`config.mk`:
```
export PLATFORM = sky130hd
export DESIGN_NAME = enc_ctrl_unit_flat
export DESIGN_NICKNAME = d
export VERILOG_FILES = /design/src/rtl/enc_ctrl_unit_if.sv /design/src/rtl/enc_ctrl_unit.sv /design/src/flat_wrapper.sv
export SDC_FILE = /design/constraint.sdc
export NUM_CORES = 1
export LEC_CHECK = 0
export BUFFER_PORTS_ARGS = -buffer_cell sky130_fd_sc_hd__buf_2
export CELL_PAD_IN_SITES_DETAIL_PLACEMENT = 1
export CELL_PAD_IN_SITES_GLOBAL_PLACEMENT = 2
export CORE_AREA = 2 2 208 210
export CTS_BUF_LIST = sky130_fd_sc_hd__clkbuf_16
export CTS_CLUSTER_DIAMETER = 30
export DETAILED_ROUTE_END_ITERATION = 16
export DIE_AREA = 0 0 210 212
export PLACE_DENSITY_LB_ADDON = 0.1
export SLEW_MARGIN = 40
export SYNTH_ARGS = -nofsm -noshare
export SYNTH_HDL_FRONTEND = slang
export SYNTH_SLANG_ARGS = --single-unit
```
`constraint.sdc`:
```
create_clock -name clk -period 3.25 [get_ports clk]
set_clock_uncertainty 0.15 [all_clocks]
set_input_delay 0.325 -clock clk [delete_from_list [all_inputs] [get_ports clk]]
set_output_delay 0.325 -clock clk [all_outputs]
set_load 0.02 [all_outputs]
```
`src/rtl/enc_ctrl_unit_if.sv`:
```
// -----------------------------------------------------------------------------
// enc_ctrl_unit_if
// Request/response bundle between the AES top-level controller, the key
// schedule, the round datapath and the encryption controller.
//
// Ports (by modport):
//   master : drives start_op, ed_sel, r_ready, key_op, key_expanded, data_in,
//            mk_key; observes every controller output.
//   slave  : the controller side (enc_ctrl_unit); mirror of master.
//
// Parameters:
//   NUM_ROUNDS  number of cipher rounds; sets the round_num width.
// -----------------------------------------------------------------------------
interface enc_ctrl_unit_if #(
    parameter int NUM_ROUNDS = 10
);
    localparam int RW = $clog2(NUM_ROUNDS + 1);

    logic          start_op;
    logic          ed_sel;
    logic          r_ready;
    logic          key_op;
    logic          key_expanded;
    logic [128:0]  data_in;
    logic [127:0]  mk_key;

    logic          start_key_exp;
    logic          round_en;
    logic [RW-1:0] round_num;
    logic          last_round;
    logic          enc_done;
    logic          busy;
    logic          enc_err;
    logic [128:0]  e_data;
    logic [127:0]  e_key;

    modport master (
        output start_op, ed_sel, r_ready, key_op, key_expanded, data_in, mk_key,
        input  start_key_exp, round_en, round_num, last_round, enc_done, busy,
               enc_err, e_data, e_key
    );

    modport slave (
        input  start_op, ed_sel, r_ready, key_op, key_expanded, data_in, mk_key,
        output start_key_exp, round_en, round_num, last_round, enc_done, busy,
               enc_err, e_data, e_key
    );
endinterface

```
`src/rtl/enc_ctrl_unit.sv`:
```
// -----------------------------------------------------------------------------
// enc_ctrl_unit
// Encryption controller for the AES core. Accepts an encrypt request, captures
// the block and master key, kicks off key expansion, walks the round datapath
// through NUM_ROUNDS+1 round slots, waits for the output side, then holds
// enc_done until the top controller acknowledges with key_op.
//
// Ports:
//   clk    in  system clock, rising edge
//   n_rst  in  asynchronous active-low reset
//   bus    enc_ctrl_unit_if.slave
//            in : start_op, ed_sel, r_ready, key_op, key_expanded, data_in, mk_key
//            out: start_key_exp, round_en, round_num, last_round, enc_done,
//                 busy, enc_err, e_data, e_key
//
// Build option:
//   ENC_TIMEOUT_EN  when defined, KEY_EXP is guarded by a KEY_WAIT_MAX-cycle
//                   watchdog that routes through a one-cycle ERR state
//                   (enc_err=1). When undefined, KEY_EXP waits forever and
//                   enc_err is tied low.
//
// All outputs are decoded from registered state; no input reaches an output
// combinationally.
//
// State table
//   state      | meaning
//   S_IDLE     | waiting for start_op && ed_sel; outputs all 0
//   S_LOAD     | one cycle after capture; clears round counter
//   S_KEY_EXP  | start_key_exp on first cycle; wait for key_expanded
//   S_ROUND    | round_en, round_num 0..NUM_ROUNDS, one per cycle
//   S_OUT_WAIT | result ready, waiting for r_ready
//   S_DONE     | enc_done held until key_op
//   S_ERR      | (ENC_TIMEOUT_EN only) one-cycle enc_err, back to IDLE
// -----------------------------------------------------------------------------
module enc_ctrl_unit #(
    parameter int NUM_ROUNDS   = 10,
    parameter int KEY_WAIT_MAX = 64
) (
    input  logic           clk,
    input  logic           n_rst,
    enc_ctrl_unit_if.slave bus
);
    localparam int RW = $clog2(NUM_ROUNDS + 1);

    if (NUM_ROUNDS < 1) begin : g_bad_rounds
        $error("NUM_ROUNDS must be at least 1");
    end
    if (KEY_WAIT_MAX < 2) begin : g_bad_wait
        $error("KEY_WAIT_MAX must be at least 2");
    end

    typedef enum logic [2:0] {
        S_IDLE,
        S_LOAD,
        S_KEY_EXP,
        S_ROUND,
        S_OUT_WAIT,
        S_DONE
`ifdef ENC_TIMEOUT_EN
        , S_ERR
`endif
    } state_t;

    state_t        state_q, state_d;
    logic [RW-1:0] round_q, round_d;
    logic [128:0]  data_q, data_d;
    logic [127:0]  key_q, key_d;
    // Set only on the cycle after LOAD, i.e. the first KEY_EXP cycle.
    logic          kexp_first_q, kexp_first_d;

`ifdef ENC_TIMEOUT_EN
    localparam int TW = $clog2(KEY_WAIT_MAX);
    localparam logic [TW-1:0] TMO_INIT = TW'(KEY_WAIT_MAX - 1);
    // Down-counter: loaded on LOAD, terminal count 0 marks the limit cycle.
    logic [TW-1:0] tmo_q, tmo_d;
`endif

    always_ff @(posedge clk or negedge n_rst) begin
        if (!n_rst) begin
            state_q      <= S_IDLE;
            round_q      <= '0;
            data_q       <= '0;
            key_q        <= '0;
            kexp_first_q <= 1'b0;
`ifdef ENC_TIMEOUT_EN
            tmo_q        <= '0;
`endif
        end else begin
            state_q      <= state_d;
            round_q      <= round_d;
            data_q       <= data_d;
            key_q        <= key_d;
            kexp_first_q <= kexp_first_d;
`ifdef ENC_TIMEOUT_EN
            tmo_q        <= tmo_d;
`endif
        end
    end

    always_comb begin
        state_d      = state_q;
        round_d      = round_q;
        data_d       = data_q;
        key_d        = key_q;
        kexp_first_d = 1'b0;
`ifdef ENC_TIMEOUT_EN
        tmo_d        = tmo_q;
`endif
        case (state_q)
            S_IDLE: begin
                if (bus.start_op && bus.ed_sel) begin
                    state_d = S_LOAD;
                    data_d  = bus.data_in;
                    key_d   = bus.mk_key;
                end
            end
            S_LOAD: begin
                state_d      = S_KEY_EXP;
                round_d      = '0;
                kexp_first_d = 1'b1;
`ifdef ENC_TIMEOUT_EN
                tmo_d        = TMO_INIT;
`endif
            end
            S_KEY_EXP: begin
                // key_expanded has priority over the watchdog limit.
                if (bus.key_expanded) begin
                    state_d = S_ROUND;
`ifdef ENC_TIMEOUT_EN
                    tmo_d   = '0;
                end else if (tmo_q == '0) begin
                    state_d = S_ERR;
                end else begin
                    tmo_d   = tmo_q - 1'b1;
`endif
                end
            end
            S_ROUND: begin
                if (round_q == RW'(NUM_ROUNDS)) begin
                    state_d = S_OUT_WAIT;
                    round_d = '0;
                end else begin
                    round_d = round_q + 1'b1;
                end
            end
            S_OUT_WAIT: begin
                if (bus.r_ready) state_d = S_DONE;
            end
            S_DONE: begin
                if (bus.key_op) state_d = S_IDLE;
            end
`ifdef ENC_TIMEOUT_EN
            S_ERR: begin
                state_d = S_IDLE;
            end
`endif
            default: state_d = S_IDLE;
        endcase
    end

    assign bus.busy          = (state_q != S_IDLE);
    assign bus.start_key_exp = (state_q == S_KEY_EXP) && kexp_first_q;
    assign bus.round_en      = (state_q == S_ROUND);
    assign bus.round_num     = round_q;
    assign bus.last_round    = (state_q == S_ROUND) && (round_q == RW'(NUM_ROUNDS));
    assign bus.enc_done      = (state_q == S_DONE);
    assign bus.e_data        = (state_q != S_IDLE) ? data_q : '0;
    assign bus.e_key         = (state_q != S_IDLE) ? key_q : '0;
`ifdef ENC_TIMEOUT_EN
    assign bus.enc_err       = (state_q == S_ERR);
`else
    assign bus.enc_err       = 1'b0;
`endif

endmodule

```
`src/flat_wrapper.sv`:
```
// flat-port wrapper written by rule: the top's interface ports become plain ports
module enc_ctrl_unit_flat 
#(
    parameter int NUM_ROUNDS   = 10,
    parameter int KEY_WAIT_MAX = 64
)
  (clk, n_rst, bus_start_op, bus_ed_sel, bus_r_ready, bus_key_op, bus_key_expanded, bus_data_in, bus_mk_key, bus_start_key_exp, bus_round_en, bus_round_num, bus_last_round, bus_enc_done, bus_busy, bus_enc_err, bus_e_data, bus_e_key);
  enc_ctrl_unit_if #(.NUM_ROUNDS(NUM_ROUNDS)) bus_i ();
  input  logic clk;
  input  logic n_rst;
  input wire logic [$bits(bus_i.start_op)-1:0] bus_start_op;
  input wire logic [$bits(bus_i.ed_sel)-1:0] bus_ed_sel;
  input wire logic [$bits(bus_i.r_ready)-1:0] bus_r_ready;
  input wire logic [$bits(bus_i.key_op)-1:0] bus_key_op;
  input wire logic [$bits(bus_i.key_expanded)-1:0] bus_key_expanded;
  input wire logic [$bits(bus_i.data_in)-1:0] bus_data_in;
  input wire logic [$bits(bus_i.mk_key)-1:0] bus_mk_key;
  output wire logic [$bits(bus_i.start_key_exp)-1:0] bus_start_key_exp;
  output wire logic [$bits(bus_i.round_en)-1:0] bus_round_en;
  output wire logic [$bits(bus_i.round_num)-1:0] bus_round_num;
  output wire logic [$bits(bus_i.last_round)-1:0] bus_last_round;
  output wire logic [$bits(bus_i.enc_done)-1:0] bus_enc_done;
  output wire logic [$bits(bus_i.busy)-1:0] bus_busy;
  output wire logic [$bits(bus_i.enc_err)-1:0] bus_enc_err;
  output wire logic [$bits(bus_i.e_data)-1:0] bus_e_data;
  output wire logic [$bits(bus_i.e_key)-1:0] bus_e_key;
  assign bus_i.start_op = bus_start_op;
  assign bus_i.ed_sel = bus_ed_sel;
  assign bus_i.r_ready = bus_r_ready;
  assign bus_i.key_op = bus_key_op;
  assign bus_i.key_expanded = bus_key_expanded;
  assign bus_i.data_in = bus_data_in;
  assign bus_i.mk_key = bus_mk_key;
  assign bus_start_key_exp = bus_i.start_key_exp;
  assign bus_round_en = bus_i.round_en;
  assign bus_round_num = bus_i.round_num;
  assign bus_last_round = bus_i.last_round;
  assign bus_enc_done = bus_i.enc_done;
  assign bus_busy = bus_i.busy;
  assign bus_enc_err = bus_i.enc_err;
  assign bus_e_data = bus_i.e_data;
  assign bus_e_key = bus_i.e_key;
  enc_ctrl_unit #(.NUM_ROUNDS(NUM_ROUNDS), .KEY_WAIT_MAX(KEY_WAIT_MAX)) u_core (.clk(clk), .n_rst(n_rst), .bus(bus_i));
endmodule
```
==> metrics <==
core region area 42,510 sq um; worst hold path class in -> reg; Comb power frac 0.391; Max-Slew Margin vs Limit 0.4977; #FFs+latches synth 265; area leader, netlist dfrtp_1; Initial Util 0.2803; GR Util All Layers 0.1893; drt wl/cell 18.34 um; P_leak 0.01027 uW; clock share of power 0.326; Final #Nets 1,977; largest net degree at the start of global routing 134; DR pass1 iterations 4; Routability Congestion 0.7543; first-pass GRT wire length 64,850 um; Slowest cell on crit path or3_4; Post-DP HPWL 29,650 um; final worst slack 0.3602 ns; Max IR drop VDD 0.4908 mV; Seq/Total Area, Yosys 0.5566; num rows 76; internal power 12,730 uW; power density of the placed cells 1002 nW/um^2; fmax 0.3461 GHz; min Tclk post-route 2.890 ns; max-cap violations 0; Hold Vio Cnt, Final 0; Switching Fraction 0.3641; commonest non-fill, non-tap cells in the layout 528 x buf_2, 265 x dfrtp_1, 259 x dlygate4sd3_1; GR Overflow Total 0; CP arrival 2.41 ns; status finished clean; Crit Path Category reg -> out; Synth Cell Area 11,910 sq um; Final setup viols 0; post-synthesis cell type count 30; clock sink total 265; CP Launch Type flip-flop; crit path buf inv count 3; Max clock buf depth 3; initial antenna violation count 5; H-tree Lvls 3; dominant synthesized flop cell dfrtp_1; max incr delay on CP 0.48 ns; critical path cell sequence or3_4, buf_12, buf_16, and2_1, buf_2; RSZ-0062 raised after global routing false; TNS Setup 0 ns; syn nets 1,147; vias in the first global route 11,180; Required @ worst endpoint 2.77 ns; area of the die 44,520 sq um; Seq pwr share 0.283; crit-path leading delay family simple AND/OR/NAND/NOR gates; die width 210 um; post-DR vias/cell 4.293; Crit Path Max Fanout 127; Placement Setup Slack 0.6270 ns; commonest non-fill, non-tap cell in the layout buf_2; Vias 9,939; Synth Instances 881; Post-DRT Antenna Nets 0; Die Ht 212 um; worst-margin pin slew 0.7535 ns; EDFF count, synth 0; Worst setup EP type primary output; Yosys warnings 0; CTS Root Cell clkbuf_16; largest cells by area after synthesis dfrtp_1 56%, mux2_1 21%, and2_1 14%; Post-Route WL 42,450 um; Port Buffers 529; worst skew pair latency 0.55 ns; Clock Pin Slew Worst Setup and Hold Paths 0.04 ns; post-synth top area share 0.5566; Post-synth ARST share 1.000; Final Cycle Share 0.8892; proportion of layout cells with a drive suffix above 1 0.3904; syn_area_per_cell 13.52 sq um; post-route DRC violation count 0; Area Growth Syn to Fin 67.72%; CTS Buf Count 77; fin. max-slew vios 0; CTS tree built; num ports 531; initial DRC count 328; Sw Pwr 7293 uW
[power by group through the flow]
| stage | clock (uW) | combinational (uW) | sequential (uW) |
|---|---|---|---|
| finish | 6530 | 7830 | 5670 |
| global route | 6930 | 8450 | 5920 |
| CTS | 6710 | 7940 | 5680 |
| detailed placement | 0 | 7640 | 5700 |
| global placement | 0 | 7560 | 5640 |
| floorplan | 0 | 4940 | 5440 |
[metrics by stage]
step / cells / hold WS, ns / cell area (sq um) / power, uW / util
final: 2315 / 0.05538 / 19980 / 20030 / 0.4701
after global routing: 2315 / 0.04608 / 19980 / 21310 / 0.4701
after CTS: 2310 / 0.02155 / 19950 / 20330 / 0.4693
after detailed placement: 1918 / 0.2613 / 15070 / 13350 / 0.3545
after global placement: 1917 / 0.2661 / 15040 / 13200 / 0.3539
after floorplan: 881 / -0.1206 / 11910 / 10380 / -
[cells by family after synthesis]
logic type	count (synthesis)	share of synthesized area
simple gates	282	0.1478
flops	265	0.5566
mux	257	0.2429
buf+inv	64	0.04463
compound gates	10	0.005670
fa+ha+maj	2	0.002100
other cells	1	0.0003148
[sequential cells by signal, indices dropped and copies added, names as in the netlist]
register              count
u_core.state_q            3
u_core.bus.round_num      4
u_core.data_q           129
u_core.key_q            128
u_core.kexp_first_q       1
[layer usage]
metal	up-vias	track usage	routed length, um
li1	4625	-	-
met3	69	0.06647	3268
met5	-	0	16
met2	346	0.3330	21730
met1	4897	0.2132	16460
met4	2	0.06554	967
[tightest hold or removal path: stages]
cell	delay (ns)
buf_2	0.10
inv_1	0.05
a221o_1	0.15
o211ai_1	0.08
[synth_stat cells, types with 2 or more instances]
library cell / number
buf_4: 3
clkbuf_1: 30
nand2b_1: 3
buf_8: 22
nand2_1: 5
o211ai_1: 2
mux2_2: 33
or3_1: 2
dfrtp_1: 265
nand3b_1: 2
buf_2: 2
nor2b_1: 2
ha_1: 2
and2_1: 258
a211oi_1: 2
mux2_1: 224
nor2_1: 4
inv_1: 3
buf_6: 4
o21ai_0: 3
[timing repair]
| action | CTS | global route |
|---|---|---|
| gates resized for setup | 0 | 0 |
| endpoints found under the setup margin | 0 | 13 |
| endpoints found under the hold margin | 341 | 0 |
| hold buffers | 259 | 0 |
| buffers inserted | 0 | 0 |
[area by class of cell]
cell class / count / area [sq um]
Antenna cell: 4 / 10.01
Clock buffer: 79 / 1977
Clock inverter: 54 / 307.8
Fill cell: 4593 / 22520
Inverter: 3 / 11.26
Multi-Input combinational cell: 552 / 4756
Sequential cell: 265 / 6631
Tap cell: 546 / 683.2
Timing Repair Buffer: 812 / 5605
[final timing paths]
check,from,to,slack (ns),cells past startpoint
worst max-delay path,u_core.state_q[1],bus_e_key[77],0.36,5
worst min-delay path,bus_r_ready,u_core.state_q[0],0.06,4
worst max register to register,u_core.state_q[1],u_core.data_q[63],0.82,5
worst min register to register,u_core.data_q[1],u_core.data_q[1],0.32,1
max in group asynchronous,n_rst,u_core.bus.round_num[2],1.86,3
min in group asynchronous,n_rst,u_core.data_q[22],0.22,2
Power figures use the tool's default switching activity.
